File: src/rtl/seven_segment_scan_ctrl_pkg.sv
// rtl/seven_segment_scan_ctrl_pkg.sv - shared types, segment table and hex decode for the scan controller
// Purpose: scan state type, 7-bit {A,B,C,D,E,F,G} glyph constants, nibble decode.
// Ports: none (package).
package seven_segment_scan_ctrl_pkg;

  typedef enum logic {
    BLANK = 1'b0,
    DRIVE = 1'b1
  } scan_state_t;

  // {A,B,C,D,E,F,G}, 1 = segment lit
  localparam logic [6:0] SEG_0 = 7'b1111110;
  localparam logic [6:0] SEG_1 = 7'b0110000;
  localparam logic [6:0] SEG_2 = 7'b1101101;
  localparam logic [6:0] SEG_3 = 7'b1111001;
  localparam logic [6:0] SEG_4 = 7'b0110011;
  localparam logic [6:0] SEG_5 = 7'b1011011;
  localparam logic [6:0] SEG_6 = 7'b1011111;
  localparam logic [6:0] SEG_7 = 7'b1110000;
  localparam logic [6:0] SEG_8 = 7'b1111111;
  localparam logic [6:0] SEG_9 = 7'b1111011;
  localparam logic [6:0] SEG_A = 7'b1110111;
  localparam logic [6:0] SEG_B = 7'b0011111;
  localparam logic [6:0] SEG_C = 7'b1001110;
  localparam logic [6:0] SEG_D = 7'b0111101;
  localparam logic [6:0] SEG_E = 7'b1001111;
  localparam logic [6:0] SEG_F = 7'b1000111;

  function automatic logic [6:0] seg_decode(input logic [3:0] nibble);
    logic [6:0] glyph;
    case (nibble)
      4'h0: glyph = SEG_0;
      4'h1: glyph = SEG_1;
      4'h2: glyph = SEG_2;
      4'h3: glyph = SEG_3;
      4'h4: glyph = SEG_4;
      4'h5: glyph = SEG_5;
      4'h6: glyph = SEG_6;
      4'h7: glyph = SEG_7;
      4'h8: glyph = SEG_8;
      4'h9: glyph = SEG_9;
      4'hA: glyph = SEG_A;
      4'hB: glyph = SEG_B;
      4'hC: glyph = SEG_C;
      4'hD: glyph = SEG_D;
      4'hE: glyph = SEG_E;
      default: glyph = SEG_F;
    endcase
    return glyph;
  endfunction

endpackage

File: src/rtl/seven_segment_scan_ctrl_if.sv
// rtl/seven_segment_scan_ctrl_if.sv - value producer handshake bundle for the scan controller
// Purpose: carries the displayed value offer from producer (master) to controller (slave).
// Signals:
//   value_i     4*DIGITS  nibble k = digit k, digit 0 least significant
//   dp_i        DIGITS    decimal point per digit
//   value_valid 1         producer offers value_i/dp_i
//   value_ready 1         controller pending register empty
interface seven_segment_scan_ctrl_if #(
  parameter int DIGITS = 4
);
  logic [4*DIGITS-1:0] value_i;
  logic [DIGITS-1:0]   dp_i;
  logic                value_valid;
  logic                value_ready;

  modport master (
    output value_i,
    output dp_i,
    output value_valid,
    input  value_ready
  );

  modport slave (
    input  value_i,
    input  dp_i,
    input  value_valid,
    output value_ready
  );
endinterface

File: src/rtl/seven_segment_scan_ctrl_decoder.sv
// rtl/seven_segment_scan_ctrl_decoder.sv - nibble to pin-level segment pattern with blanking and polarity
// Purpose: decodes the currently scanned nibble, applies glyph blanking and pin polarity.
// Ports:
//   nibble    in  4  muxed shadow nibble of the scanned digit
//   dp        in  1  decimal point of the scanned digit
//   glyph_off in  1  suppress A..G (leading zero), DP still shown
//   drive     in  1  0 during the blanking gap: everything off
//   seg       out 8  {A,B,C,D,E,F,G,DP} at pin polarity (combinational)
module seven_segment_scan_ctrl_decoder
  import seven_segment_scan_ctrl_pkg::*;
#(
  parameter int ACTIVE_LOW = 1
) (
  input  logic [3:0] nibble,
  input  logic       dp,
  input  logic       glyph_off,
  input  logic       drive,
  output logic [7:0] seg
);

  logic [7:0] seg_raw;

  always_comb begin
    seg_raw = 8'h00;
    if (drive) begin
      seg_raw = {(glyph_off ? 7'h00 : seg_decode(nibble)), dp};
    end
    seg = (ACTIVE_LOW != 0) ? ~seg_raw : seg_raw;
  end

endmodule

File: src/rtl/seven_segment_scan_ctrl.sv
// rtl/seven_segment_scan_ctrl.sv - time-multiplexed seven-segment scan controller
// Purpose: scans DIGITS nibbles onto one segment bus with a blanking gap before each
//   digit, leading-zero suppression, and frame-atomic update via a pending register.
// Ports:
//   clk        in   1         rising-edge clock
//   rst        in   1         asynchronous active-high reset
//   val_if     slave          value_i/dp_i/value_valid in, value_ready out
//   lz_en      in   1         leading-zero suppression enable (sampled live)
//   seg        out  8         {A,B,C,D,E,F,G,DP}, registered, polarity per ACTIVE_LOW
//   digit_en   out  DIGITS    one-hot digit select, registered, polarity per ACTIVE_LOW
//   frame_tick out  1         registered one-cycle pulse per frame boundary
module seven_segment_scan_ctrl
  import seven_segment_scan_ctrl_pkg::*;
#(
  parameter int DIGITS     = 4,
  parameter int SCAN_DIV   = 100000,
  parameter int BLANK_CYC  = 1000,
  parameter int ACTIVE_LOW = 1
) (
  input  logic                     clk,
  input  logic                     rst,
  seven_segment_scan_ctrl_if.slave val_if,
  input  logic                     lz_en,
  output logic [7:0]               seg,
  output logic [DIGITS-1:0]        digit_en,
  output logic                     frame_tick
);

  localparam int TIMER_MAX = (SCAN_DIV > BLANK_CYC) ? SCAN_DIV : BLANK_CYC;
  localparam int TW        = $clog2(TIMER_MAX);
  localparam int IW        = (DIGITS > 1) ? $clog2(DIGITS) : 1;

  localparam logic [TW-1:0]     SCAN_LAST  = TW'(SCAN_DIV - 1);
  localparam logic [TW-1:0]     BLANK_LAST = TW'(BLANK_CYC - 1);
  localparam logic [IW-1:0]     IDX_LAST   = IW'(DIGITS - 1);
  localparam logic [7:0]        SEG_OFF    = (ACTIVE_LOW != 0) ? 8'hFF : 8'h00;
  localparam logic [DIGITS-1:0] EN_OFF     = (ACTIVE_LOW != 0) ? {DIGITS{1'b1}} : {DIGITS{1'b0}};

  scan_state_t         state, state_next;
  logic [TW-1:0]       timer, timer_next;
  logic [IW-1:0]       idx, idx_next;
  logic                boundary;

  logic [4*DIGITS-1:0] shadow_value, pending_value;
  logic [DIGITS-1:0]   shadow_dp, pending_dp;
  logic                pending_full;
  logic                accept;

  logic [3:0]          cur_nibble;
  logic                cur_dp;
  logic                glyph_off;
  logic [7:0]          seg_next;
  logic [DIGITS-1:0]   en_raw, digit_en_next;

  // ---------------- FSM: state register ----------------
  always_ff @(posedge clk or posedge rst) begin
    if (rst) begin
      state <= BLANK;
      timer <= '0;
      idx   <= '0;
    end else begin
      state <= state_next;
      timer <= timer_next;
      idx   <= idx_next;
    end
  end

  // ---------------- FSM: next state ----------------
  // boundary marks the last DRIVE cycle of the last digit; the shadow swap
  // and frame_tick both key off this cycle.
  always_comb begin
    state_next = state;
    timer_next = timer + TW'(1);
    idx_next   = idx;
    boundary   = 1'b0;
    case (state)
      BLANK: begin
        if (timer == BLANK_LAST) begin
          state_next = DRIVE;
          timer_next = '0;
        end
      end
      DRIVE: begin
        if (timer == SCAN_LAST) begin
          state_next = BLANK;
          timer_next = '0;
          if (idx == IDX_LAST) begin
            idx_next = '0;
            boundary = 1'b1;
          end else begin
            idx_next = idx + IW'(1);
          end
        end
      end
      default: begin
        state_next = BLANK;
        timer_next = '0;
      end
    endcase
  end

  // ---------------- FSM: outputs (registered below) ----------------
  assign cur_nibble = shadow_value[{idx, 2'b00} +: 4];
  assign cur_dp     = shadow_dp[idx];

  // A digit's glyph is a leading zero when it and every higher nibble are 0
  // and no higher digit carries a DP; its own DP still shows, so "0.07"-style
  // values keep their point.
  always_comb begin
    glyph_off = lz_en && (idx != '0);
    for (int k = 0; k < DIGITS; k++) begin
      if (k >= int'(idx) && shadow_value[4*k +: 4] != 4'h0) begin
        glyph_off = 1'b0;
      end
      if (k > int'(idx) && shadow_dp[k]) begin
        glyph_off = 1'b0;
      end
    end
  end

  always_comb begin
    en_raw = '0;
    if (state == DRIVE) begin
      en_raw[idx] = 1'b1;
    end
    digit_en_next = (ACTIVE_LOW != 0) ? ~en_raw : en_raw;
  end

  seven_segment_scan_ctrl_decoder #(
    .ACTIVE_LOW (ACTIVE_LOW)
  ) u_seven_segment (
    .nibble    (cur_nibble),
    .dp        (cur_dp),
    .glyph_off (glyph_off),
    .drive     (state == DRIVE),
    .seg       (seg_next)
  );

  always_ff @(posedge clk or posedge rst) begin
    if (rst) begin
      seg        <= SEG_OFF;
      digit_en   <= EN_OFF;
      frame_tick <= 1'b0;
    end else begin
      seg        <= seg_next;
      digit_en   <= digit_en_next;
      frame_tick <= boundary;
    end
  end

  // ---------------- pending / shadow registers ----------------
  // accept and a boundary swap are mutually exclusive (accept needs an empty
  // pending register), so a value accepted on the boundary cycle waits one frame.
  assign accept = val_if.value_valid && val_if.value_ready;

  always_ff @(posedge clk or posedge rst) begin
    if (rst) begin
      shadow_value       <= '0;
      shadow_dp          <= '0;
      pending_value      <= '0;
      pending_dp         <= '0;
      pending_full       <= 1'b0;
      val_if.value_ready <= 1'b0;
    end else if (boundary && pending_full) begin
      shadow_value       <= pending_value;
      shadow_dp          <= pending_dp;
      pending_full       <= 1'b0;
      val_if.value_ready <= 1'b1;
    end else if (accept) begin
      pending_value      <= val_if.value_i;
      pending_dp         <= val_if.dp_i;
      pending_full       <= 1'b1;
      val_if.value_ready <= 1'b0;
    end else begin
      val_if.value_ready <= !pending_full;
    end
  end

endmodule

File: src/flat_wrapper.sv
// flat-port wrapper written by rule: the top's interface ports become plain ports
module seven_segment_scan_ctrl_flat import seven_segment_scan_ctrl_pkg::*;
#(
  parameter int DIGITS     = 4,
  parameter int SCAN_DIV   = 100000,
  parameter int BLANK_CYC  = 1000,
  parameter int ACTIVE_LOW = 1
)
  (clk, rst, lz_en, seg, digit_en, frame_tick, val_if_value_i, val_if_dp_i, val_if_value_valid, val_if_value_ready);
  seven_segment_scan_ctrl_if #(.DIGITS(DIGITS)) val_if_i ();
  input  logic clk;
  input  logic rst;
  input  logic lz_en;
  output logic [7:0] seg;
  output logic [DIGITS-1:0] digit_en;
  output logic frame_tick;
  input wire logic [$bits(val_if_i.value_i)-1:0] val_if_value_i;
  input wire logic [$bits(val_if_i.dp_i)-1:0] val_if_dp_i;
  input wire logic [$bits(val_if_i.value_valid)-1:0] val_if_value_valid;
  output wire logic [$bits(val_if_i.value_ready)-1:0] val_if_value_ready;
  assign val_if_i.value_i = val_if_value_i;
  assign val_if_i.dp_i = val_if_dp_i;
  assign val_if_i.value_valid = val_if_value_valid;
  assign val_if_value_ready = val_if_i.value_ready;
  seven_segment_scan_ctrl #(.DIGITS(DIGITS), .SCAN_DIV(SCAN_DIV), .BLANK_CYC(BLANK_CYC), .ACTIVE_LOW(ACTIVE_LOW)) u_core (.clk(clk), .rst(rst), .val_if(val_if_i), .lz_en(lz_en), .seg(seg), .digit_en(digit_en), .frame_tick(frame_tick));
endmodule
File: config.mk
export PLATFORM = sky130hd
export DESIGN_NAME = seven_segment_scan_ctrl_flat
export DESIGN_NICKNAME = d
export VERILOG_FILES = /design/src/rtl/seven_segment_scan_ctrl_pkg.sv /design/src/rtl/seven_segment_scan_ctrl_if.sv /design/src/rtl/seven_segment_scan_ctrl_decoder.sv /design/src/rtl/seven_segment_scan_ctrl.sv /design/src/flat_wrapper.sv
export SDC_FILE = /design/constraint.sdc
export NUM_CORES = 1
export LEC_CHECK = 0
export ABC_AREA = 1
export CAP_MARGIN = 20
export CELL_PAD_IN_SITES_DETAIL_PLACEMENT = 1
export CELL_PAD_IN_SITES_GLOBAL_PLACEMENT = 2
export CORE_MARGIN = 5
export CORE_UTILIZATION = 34
export CTS_BUF_LIST = sky130_fd_sc_hd__clkbuf_8 sky130_fd_sc_hd__clkbuf_16
export CTS_CLUSTER_DIAMETER = 60
export CTS_CLUSTER_SIZE = 14
export DETAILED_ROUTE_END_ITERATION = 8
export PLACE_DENSITY = 0.87
export SYNTH_ARGS = -nofsm -noshare
export SYNTH_HDL_FRONTEND = slang
export SYNTH_SLANG_ARGS = --single-unit
File: constraint.sdc
create_clock -name clk -period 2.55 [get_ports clk]
set_clock_uncertainty 0.1 [all_clocks]
set_input_delay 0.3825 -clock clk [delete_from_list [all_inputs] [get_ports clk]]
set_output_delay 0.3825 -clock clk [all_outputs]
set_load 0.01 [all_outputs]
Word level (Yosys, flattened, before mapping)
Memory sizes are Yosys's and may differ from the RTL's. Index checks and enable logic that the tools add are counted. Widths: inputs -> output; s select.

Flip-flop bits (word level): 75. ROM bits: 112. Input port bits: 24. Logic and storage cells: 78. Memories: 1.

Add/subtract/negate cells: 2. Order comparisons: 8. Equality and inequality tests: 3. Shift operators: 1. Multiplexer cells: 28. Bitwise gates (word level): 4. Reduce and logical (&&, ||, !) cells: 19.

Memories: (no name shown) (words 16, bits a word 7, read ports 1, clocked after memory_dff 0, wr ports 0, RTL line seven_segment_scan_ctrl_pkg.sv:31) `case (nibble)`.

Operators by type and width (count): $mux 17 (2); $pmux 17 s2 (1); $mux 1 (18); $add 17x1->17 const B (1); $eq 17x10->1 const B (1); $eq 17x17->1 const B (1); $reduce_bool 4->1 (4); $shiftx 16x5->4 (1); $logic_and 1x1->1 (10); $mux 8 (1); $not 8->8 (1); $mux 7 (1); $ge 1x2->1 const A (2); $gt 2x2->1 const A (2); $mux 4 (1); $not 4->4 (1); $reduce_and 2->1 (2); $reduce_bool 2->1 (2); $lt 2x3->1 const B (1); $add 2x1->2 const B (1); $bmux 1 s2 (1); $demux 1 s2 (1); $eq 2x2->1 const B (1); $ge 2x1->1 const B (1); 6 further kinds (7).

Depth between registers and ports, before layout
Gate-level depths: netlist (run 1).

Depth after elaboration: 12. Gate-level depth with buffers: 13. Gate-level depth less buffers: 12.

Cells and area by module
A second synthesis (run 1) with hierarchy kept.

Cells, all modules: 452. Area total of the unflattened synthesis: 3818.7 um2.

Modules (own cells, without submodules): seven_segment_scan_ctrl (instances 1, cells an instance 399, area each 3490.8 um2); seven_segment_scan_ctrl_decoder (instances 1, cells an instance 53, area each 327.8 um2).

Worst setup path after synthesis (run 1)
Ideal clock, no wire load.

Kind: register to register. Start: register u_core.idx[0]. End: register u_core.seg[7]. Arrival: 1527 ps. Path slack: 843 ps. Cell stages (with the launch flop): 14. Buffers on the path: 1. Period minus slack after synthesis: 1707 ps. Path through: dfrtp_1 -> inv_1 -> buf_2 -> nand2_1 -> nand3_1 -> nand2_1 -> inv_1 -> ha_1 -> inv_1 -> nand2_1 -> nand2_1 -> nand2_1 -> nand2_1 -> nand2_1.

Cells in the longest elaborated chain, start to end: 12.

Ends and longest elaborated chain: from (decl) (RTL line seven_segment_scan_ctrl.sv:41) `logic [IW-1:0] idx, idx_next;`; from (signal assigned) (RTL line seven_segment_scan_ctrl.sv:64) `idx <= idx_next;`; $ge 1x2->1 or $reduce_bool 2->1 (tied branches) (RTL line seven_segment_scan_ctrl.sv:112, seven_segment_scan_ctrl.sv:110); $logic_and 1x1->1 (on tied branches) (RTL line seven_segment_scan_ctrl.sv:112, seven_segment_scan_ctrl.sv:110); $mux 1 (2 in a row) (RTL line seven_segment_scan_ctrl.sv:112) `if (k >= int'(idx) && shadow_value[4*k +: 4] != 4'h0) begin`; $mux 1 (RTL line seven_segment_scan_ctrl.sv:115) `if (k > int'(idx) && shadow_dp[k]) begin`; $mux 1 (RTL line seven_segment_scan_ctrl.sv:112); $mux 1 (RTL line seven_segment_scan_ctrl.sv:115); $mux 1 (RTL line seven_segment_scan_ctrl.sv:112); $mux 1 (RTL line seven_segment_scan_ctrl.sv:115); $mux 7 (*) (RTL line seven_segment_scan_ctrl_decoder.sv:26) `seg_raw = {(glyph_off ? 7'h00 : seg_decode(nibble)), dp};`; $mux 8 (*) (RTL line seven_segment_scan_ctrl_decoder.sv:25) `if (drive) begin`; $not 8->8 (*) (RTL line seven_segment_scan_ctrl_decoder.sv:28) `seg = (ACTIVE_LOW != 0) ? ~seg_raw : seg_raw;`; named net u_core.seg_next[7] (RTL line seven_segment_scan_ctrl.sv:52) `logic [7:0] seg_next;`; to (signal assigned) (RTL line seven_segment_scan_ctrl.sv:145) `seg <= seg_next;`; to (decl) (RTL line seven_segment_scan_ctrl.sv:24) `output logic [7:0] seg,`.

The timed path passes the listed nets; every way through them passes the cells marked *. A chain may end at the register's enable or synchronous reset.

Final worst setup path (run 1)
Same ends and word-level chain as after synthesis.

==> metrics.txt, run 1 <==
# TYPE chip_impl_metric gauge
chip_impl_info{name="status",value="completed"} 1
chip_impl_metric{name="final_min_period_over_clock_period",unit="%"} 84.2
chip_impl_metric{name="vias",unit=""} 3065
chip_impl_metric{name="netlist_area",unit="µm²"} 3850
chip_impl_metric{name="rr_worst_depth",unit=""} 13
chip_impl_metric{name="cp_max_fo",unit=""} 14
chip_impl_metric{name="setup_violations",unit=""} 0
chip_impl_metric{name="num-nets-final",unit=""} 547
chip_impl_info{name="clock_tree.root_cell",value="sky130_fd_sc_hd__clkbuf_16"} 1
chip_impl_metric{name="async_flop_share",unit="%"} 100
chip_impl_info{name="critical_path.top_delay_family",value="buffers and inverters"} 1
chip_impl_info{name="crit_path_frequent_cell",value="sky130_fd_sc_hd__nand2_1"} 1
chip_impl_metric{name="cts.htree.levels",unit=""} 3
chip_impl_metric{name="ioPinCount",unit=""} 38
chip_impl_metric{name="route.final.wire_length",unit="µm"} 8780
chip_impl_metric{name="power_leakage",unit="nW"} 2.32
chip_impl_metric{name="worst-path-buf-inv",unit=""} 4
chip_impl_metric{name="n_diodes",unit=""} 0
chip_impl_metric{name="netlist.area_leader.share",unit="%"} 40.9
chip_impl_metric{name="tightestPinTransition",unit="ns"} 0.562
chip_impl_metric{name="drt-pass1-iter-count",unit=""} 4
chip_impl_metric{name="synth_enable_flop_cells",unit=""} 0
chip_impl_metric{name="io_buffers",unit=""} 37
chip_impl_metric{name="dpl.hpwl",unit="µm"} 6590
chip_impl_metric{name="route.detailed.vias_per_inst",unit=""} 4.69
chip_impl_metric{name="detail_route.drc_violations",unit=""} 0
chip_impl_metric{name="reg2reg_slack",unit="ns"} 0.40
chip_impl_metric{name="ys_seq_elements",unit=""} 75
chip_impl_metric{name="fp.dieW",unit="µm"} 116
chip_impl_metric{name="report.final.hold_viol_count",unit=""} 0
chip_impl_metric{name="number_of_global_route_vias_before_repair",unit=""} 3252
chip_impl_info{name="post_synth_top_area_cell",value="sky130_fd_sc_hd__dfrtp_1"} 1
chip_impl_info{name="worstSetupStartpointType",value="register"} 1
chip_impl_metric{name="grt_pass1_wl",unit="µm"} 15400
chip_impl_metric{name="routed_len_inst",unit="µm"} 13.4
chip_impl_metric{name="arrival_time_at_the_worst_endpoint",unit="ns"} 2.32
chip_impl_metric{name="fp.dieArea",unit="µm²"} 13600
chip_impl_info{name="reg2reg_to",value="u_core.seg[7]"} 1
chip_impl_metric{name="fp-row-count",unit=""} 38
chip_impl_metric{name="synth_nets",unit=""} 505
chip_impl_metric{name="grt_start_max_net_pins",unit=""} 31
chip_impl_metric{name="clk_pin_slew_worst_setup_hold_paths",unit="ns"} 0.05
chip_impl_metric{name="coreArea",unit="µm²"} 11000
chip_impl_metric{name="whs",unit="ns"} 0.326
chip_impl_metric{name="max_cap_violations",unit=""} 0
chip_impl_metric{name="maxSlewHeadroom",unit="%"} 62.5
chip_impl_metric{name="yosysSeqAreaShare",unit="%"} 49.1
chip_impl_metric{name="synth_cells",unit=""} 468
chip_impl_metric{name="final.setup.worst_slack",unit="ns"} 0.403
chip_impl_metric{name="fmax",unit="MHz"} 466
chip_impl_metric{name="power_per_cell_area",unit="nW/µm²"} 608
chip_impl_metric{name="ctsHoldBuffers",unit=""} 0
chip_impl_metric{name="clk_buf_depth",unit=""} 2
chip_impl_metric{name="post-cts-setup-buffer-count",unit=""} 0
chip_impl_metric{name="ys.warnings.count",unit=""} 0
chip_impl_info{name="r2r_start",value="u_core.idx[0]"} 1
chip_impl_metric{name="tritoncts_num_sinks",unit=""} 75
chip_impl_metric{name="drive_above_1_share",unit="%"} 13.0
chip_impl_metric{name="timing_max_transition_violations_final",unit=""} 0
chip_impl_metric{name="synthDistinctLibCells",unit=""} 28
chip_impl_metric{name="post-layout-total-power",unit="mW"} 2.84
chip_impl_metric{name="tritoncts.num_buffers",unit=""} 9
chip_impl_metric{name="post-route-min-period",unit="ns"} 2.15
chip_impl_metric{name="post_cts_resize_count",unit=""} 0
chip_impl_metric{name="floorplan.initialDensity",unit="%"} 35.1
chip_impl_info{name="cpMaxStageDelayCell",value="sky130_fd_sc_hd__dfrtp_1"} 1
chip_impl_metric{name="fp.dieH",unit="µm"} 116
chip_impl_metric{name="dr.first_iter.drc_count",unit=""} 116
chip_impl_info{name="min-delay-path-class",value="in2async"} 1
chip_impl_metric{name="syn_to_final_growth",unit="%"} 21.2
chip_impl_metric{name="gp_routability_congestion",unit=""} 0.837
chip_impl_metric{name="placement.setup.worst_slack",unit="ns"} 0.414
chip_impl_info{name="crit_chain",value="buf_4 -> inv_1 -> nand2_1 -> nand3_1 -> nand2_1 -> inv_1 -> ha_1 -> inv_1 -> nand2_1 -> nand2_1 -> nand2_1 -> nand2_1 -> nand2_1"} 1
chip_impl_metric{name="global_route.overflow_total",unit=""} 0
chip_impl_info{name="yosys_most_used_dff",value="sky130_fd_sc_hd__dfrtp_1"} 1
chip_impl_metric{name="critPathMaxStageDelay",unit="ns"} 0.38
chip_impl_metric{name="antenna_left",unit=""} 0
chip_impl_metric{name="synth_area_per_cell",unit="µm²"} 8.23
chip_impl_info{name="rsz0062_at_grt",value="false"} 1
chip_impl_metric{name="vdd.ir_drop.worst",unit="mV"} 0.313
chip_impl_metric{name="required",unit="ns"} 2.72
chip_impl_info{name="end_kind",value="register"} 1
chip_impl_metric{name="clk_latency",unit="ns"} 0.33
chip_impl_metric{name="total_global_route_track_usage",unit="%"} 14.5
chip_impl_info{name="synth_top_cells_by_area",value="sky130_fd_sc_hd__dfrtp_1, sky130_fd_sc_hd__nand2_1, sky130_fd_sc_hd__dfstp_2"} 1
chip_impl_metric{name="setup_tns",unit="ns"} 0
chip_impl_info{name="tritoncts",value="yes"} 1
chip_impl_info{name="timing.setup.critical_path_class",value="reg2reg"} 1
chip_impl_metric{name="antenna_found_initial",unit=""} 0
[through the flow]
step / cells / utilization (%) / area (µm²)
6_report: 654 / 42.5 / 4670
5_1_grt: 654 / 42.5 / 4670
3_5_place_dp: 639 / 39.8 / 4370
2_1_floorplan: 468 / - / 3850
3_3_place_gp: 639 / 39.8 / 4370
4_1_cts: 654 / 42.5 / 4670
[cell families (layout without fill, tap and decap cells)]
kind of cell / count (synthesis) / after routing / synth area share, %
simple gates: 265 / 265 / 29.6
flops: 75 / 75 / 49.1
buf+inv: 74 / 120 / 8.87
compound gates: 32 / 32 / 6.14
fa+ha+maj: 13 / 13 / 4.22
xor+xnor: 9 / 9 / 2.05
[cell usage after synthesis, types with 2 or more instances]
library cell / n
sky130_fd_sc_hd__o21ai_0: 8
sky130_fd_sc_hd__ha_1: 13
sky130_fd_sc_hd__nand3_1: 52
sky130_fd_sc_hd__nor2_2: 3
sky130_fd_sc_hd__nand4_1: 2
sky130_fd_sc_hd__buf_2: 3
sky130_fd_sc_hd__buf_6: 8
sky130_fd_sc_hd__a21oi_1: 3
sky130_fd_sc_hd__inv_1: 59
sky130_fd_sc_hd__nand2_1: 142
sky130_fd_sc_hd__dfrtp_1: 63
sky130_fd_sc_hd__o21ai_2: 20
sky130_fd_sc_hd__buf_1: 2
sky130_fd_sc_hd__inv_2: 2
sky130_fd_sc_hd__xor2_1: 9
sky130_fd_sc_hd__nand2_2: 3
sky130_fd_sc_hd__dfstp_2: 12
sky130_fd_sc_hd__nor3_1: 6
sky130_fd_sc_hd__nor2_1: 49
[layer usage]
layer  wire length (µm)  global-route usage (%)  part of all wire (%)  up-vias
met2               4220                    24.0                    48       39
met4                167                    6.65                   1.9        0
met3                295                    3.16                   3.4       12
li1                   -                       -                     -     1540
met1               4100                    18.3                    47     1474
met5                  0                       0                     0        -
[sequential cells by signal, summed over array words and instances, names as in the netlist]
| signal | flops |
|---|---|
| u_core.timer | 17 |
| u_core.pending_value | 16 |
| u_core.shadow_value | 16 |
| u_core.seg | 8 |
| u_core.digit_en | 4 |
| u_core.pending_dp | 4 |
| u_core.shadow_dp | 4 |
| u_core.idx | 2 |
| u_core.frame_tick | 1 |
| u_core.pending_full | 1 |
| u_core.state | 1 |
| u_core.val_if.value_ready | 1 |
[cell type report]
| class | count | area (µm²) |
|---|---|---|
| clock inverters | 4 | 42.5 |
| repair buffers | 44 | 460 |
| fillers | 1300 | 6310 |
| inverters | 61 | 229 |
| well taps | 140 | 175 |
| clock buffers | 11 | 253 |
| multi-input cells | 319 | 1620 |
| flip-flops and latches | 75 | 1890 |
[worst reg2reg max path, delay by kind of cell, from the launching register on]
kind	cells	cell delay, ns
buffers and inverters	4	0.72
adders and majority gates	1	0.20
and+or+nand+nor	8	0.69
DFF	1	0.38
[report_power, final]
group          internal, mW  total (mW)  switching [mW]
sequential             1.30        1.36          0.0569
clock                 0.796        1.25           0.452
combinational        0.0968       0.237           0.140
[how the worst max path moves through the flow]
stage	from	end	slack, ns	cells past startpoint
after floorplan	rst	u_core.frame_tick	0.18	1
after global placement	u_core.idx[0]	u_core.seg[7]	0.56	13
after detailed placement	u_core.idx[0]	u_core.seg[7]	0.41	13
after CTS	u_core.idx[0]	u_core.seg[7]	0.39	13
after global routing	u_core.idx[0]	u_core.seg[7]	0.19	13
final	u_core.idx[0]	u_core.seg[7]	0.40	13
[cell usage in the layout, fill, tap and decap left out, types with 4 or more instances in the layout]
cell,n
sky130_fd_sc_hd__dfstp_2,12
sky130_fd_sc_hd__nand2_1,142
sky130_fd_sc_hd__dfrtp_1,63
sky130_fd_sc_hd__clkbuf_16,9
sky130_fd_sc_hd__o21ai_0,8
sky130_fd_sc_hd__nor3_1,6
sky130_fd_sc_hd__nand3_1,52
sky130_fd_sc_hd__nor2_1,49
sky130_fd_sc_hd__clkdlybuf4s50_1,37
sky130_fd_sc_hd__xor2_1,9
sky130_fd_sc_hd__o21ai_2,20
sky130_fd_sc_hd__inv_1,60
sky130_fd_sc_hd__ha_1,13
sky130_fd_sc_hd__buf_4,4
(Power assumes the default switching activity.)
==> inputs of run 2 (changes only) <==
==> constraint.sdc (replaced) <==
create_clock -name clk -period 2.25 [get_ports clk]
set_clock_uncertainty 0.1 [all_clocks]
set_input_delay 0.3375 -clock clk [delete_from_list [all_inputs] [get_ports clk]]
set_output_delay 0.3375 -clock clk [all_outputs]
set_load 0.01 [all_outputs]
==> metrics.txt, run 2 (same netlist as run 1, synthesis figures left out) <==
# TYPE chip_impl_metric gauge
chip_impl_info{name="status",value="completed"} 1
chip_impl_info{name="rsz0062_at_grt",value="false"} 1
chip_impl_info{name="end_kind",value="register"} 1
chip_impl_metric{name="antenna_found_initial",unit=""} 0
chip_impl_metric{name="setup_tns",unit="ns"} 0
chip_impl_metric{name="clk_buf_depth",unit=""} 2
chip_impl_metric{name="gp_routability_congestion",unit=""} 0.818
chip_impl_metric{name="fp.dieArea",unit="µm²"} 13600
chip_impl_metric{name="route.detailed.vias_per_inst",unit=""} 4.62
chip_impl_metric{name="cts.htree.levels",unit=""} 3
chip_impl_metric{name="post-route-min-period",unit="ns"} 2.01
chip_impl_metric{name="fp.dieH",unit="µm"} 116
chip_impl_metric{name="largest_register_ff_count",unit=""} 17
chip_impl_metric{name="antenna_left",unit=""} 0
chip_impl_metric{name="cp_max_fo",unit=""} 8
chip_impl_metric{name="maxSlewHeadroom",unit="%"} 73.6
chip_impl_metric{name="drt-pass1-iter-count",unit=""} 4
chip_impl_metric{name="max_cap_violations",unit=""} 0
chip_impl_metric{name="vdd.ir_drop.worst",unit="mV"} 0.309
chip_impl_metric{name="num-nets-final",unit=""} 551
chip_impl_metric{name="vias",unit=""} 3045
chip_impl_metric{name="timing_max_transition_violations_final",unit=""} 0
chip_impl_metric{name="route.final.wire_length",unit="µm"} 8660
chip_impl_metric{name="detail_route.drc_violations",unit=""} 0
chip_impl_info{name="min-delay-path-class",value="in2async"} 1
chip_impl_metric{name="post-place-cells",unit=""} 638
chip_impl_metric{name="power_leakage",unit="nW"} 2.33
chip_impl_metric{name="io_buffers",unit=""} 37
chip_impl_metric{name="final_min_period_over_clock_period",unit="%"} 89.3
chip_impl_metric{name="fmax",unit="MHz"} 498
chip_impl_metric{name="n_diodes",unit=""} 0
chip_impl_metric{name="arrival_time_at_the_worst_endpoint",unit="ns"} 2.17
chip_impl_info{name="tritoncts",value="yes"} 1
chip_impl_metric{name="number_of_global_route_vias_before_repair",unit=""} 3211
chip_impl_metric{name="dpl.hpwl",unit="µm"} 6330
chip_impl_metric{name="final-instance-count-excl-fill",unit=""} 659
chip_impl_metric{name="floorplan.initialDensity",unit="%"} 35.1
chip_impl_info{name="worstSetupStartpointType",value="register"} 1
chip_impl_metric{name="post-layout-total-power",unit="mW"} 3.23
chip_impl_metric{name="routed_len_inst",unit="µm"} 13.1
chip_impl_metric{name="fp.dieW",unit="µm"} 116
chip_impl_metric{name="grt_start_max_net_pins",unit=""} 76
chip_impl_metric{name="clk_pin_slew_worst_setup_hold_paths",unit="ns"} 0.06
chip_impl_metric{name="global_route.overflow_total",unit=""} 0
chip_impl_metric{name="fp-row-count",unit=""} 38
chip_impl_metric{name="total_global_route_track_usage",unit="%"} 14.0
chip_impl_metric{name="tritoncts_num_sinks",unit=""} 75
chip_impl_metric{name="ioPinCount",unit=""} 38
chip_impl_metric{name="power_per_cell_area",unit="nW/µm²"} 689
chip_impl_metric{name="rr_worst_depth",unit=""} 12
chip_impl_metric{name="required",unit="ns"} 2.41
chip_impl_metric{name="setup_violations",unit=""} 0
chip_impl_metric{name="ctsHoldBuffers",unit=""} 0
chip_impl_metric{name="coreArea",unit="µm²"} 11000
chip_impl_info{name="top_regs",value="u_core.timer x17, u_core.pending_value x16, u_core.shadow_value x16"} 1
chip_impl_info{name="layout.cells.most_common",value="sky130_fd_sc_hd__nand2_1"} 1
chip_impl_metric{name="report.final.hold_viol_count",unit=""} 0
chip_impl_metric{name="clk_latency",unit="ns"} 0.33
chip_impl_info{name="clock_tree.root_cell",value="sky130_fd_sc_hd__clkbuf_16"} 1
chip_impl_metric{name="tritoncts.num_buffers",unit=""} 9
chip_impl_metric{name="dr.first_iter.drc_count",unit=""} 90
chip_impl_metric{name="grt_pass1_wl",unit="µm"} 15000
chip_impl_info{name="final_cell_mix",value="sky130_fd_sc_hd__nand2_1, sky130_fd_sc_hd__dfrtp_1, sky130_fd_sc_hd__inv_1"} 1
chip_impl_metric{name="tightestPinTransition",unit="ns"} 0.396
chip_impl_info{name="timing.setup.critical_path_class",value="reg2reg"} 1
chip_impl_info{name="registers.top_by_ff_count",value="u_core.timer"} 1
chip_impl_metric{name="drive_above_1_share",unit="%"} 14.1
chip_impl_metric{name="syn_to_final_growth",unit="%"} 21.9
run 2: path summary, 6_finish.rpt:
check	from	slack, ns	to
min	rst	0.36	u_core.pending_dp[1]
min reg2reg	u_core.pending_value[5]	0.37	u_core.pending_value[5]
max reg2reg	u_core.idx[0]	0.24	u_core.seg[7]
max in group asynchronous	rst	1.34	u_core.seg[3]
max	u_core.idx[0]	0.24	u_core.seg[7]
min in group clk	u_core.pending_value[5]	0.37	u_core.pending_value[5]
run 2: metal layers:
| metal | part of all wire, % | global-route usage, % |
|---|---|---|
| met1 | 49 | 18.8 |
| met4 | 0.82 | 4.18 |
| met2 | 47 | 22.0 |
| met3 | 3.7 | 3.78 |
| met5 | 0 | 0 |
run 2: report_power, final:
group          internal [mW]  switching [mW]  total (mW)
sequential              1.47          0.0638        1.54
clock                  0.880           0.550        1.43
combinational          0.107           0.161       0.267
total                   2.46           0.774        3.23
run 2: area by class of cell:
| type | instances | area, µm² |
|---|---|---|
| fill | 1331 | 6290 |
| sequential | 75 | 1890 |
| multi-input combinational | 319 | 1620 |
| clock inverter | 6 | 58.8 |
| inverter | 61 | 236 |
| tap | 140 | 175 |
| clock buffer | 10 | 239 |
| timing repair buffer | 48 | 475 |
run 2: timing repair:
| action | CTS | global route |
|---|---|---|
| endpoints found under the setup margin | 0 | 1 |
| gates resized for setup | 0 | 1 |
| buffers inserted | 0 | 5 |
| hold endpoints to repair | 0 | 0 |
run 2: worst max-delay path: stages (launching register included):
cell                         delay, ns
sky130_fd_sc_hd__dfrtp_1          0.49
sky130_fd_sc_hd__clkinvlp_4       0.22
sky130_fd_sc_hd__nand2_1          0.10
sky130_fd_sc_hd__nand3_1          0.08
sky130_fd_sc_hd__nand2_1          0.18
sky130_fd_sc_hd__inv_1            0.11
sky130_fd_sc_hd__ha_1             0.24
sky130_fd_sc_hd__inv_1            0.08
sky130_fd_sc_hd__nand2_1          0.09
sky130_fd_sc_hd__nand2_1          0.09
sky130_fd_sc_hd__nand2_1          0.05
sky130_fd_sc_hd__nand2_1          0.05
sky130_fd_sc_hd__nand2_1          0.05
run 2: through the flow:
step	cell area [µm²]	setup WS [ns]	utilization, %	hold WS, ns
2_1_floorplan	3850	0.543	-	0.332
3_3_place_gp	4360	0.386	39.7	0.350
4_1_cts	4660	0.230	42.4	0.376
3_5_place_dp	4360	0.239	39.7	0.361
6_report	4690	0.241	42.7	0.364
5_1_grt	4690	0.0282	42.7	0.395
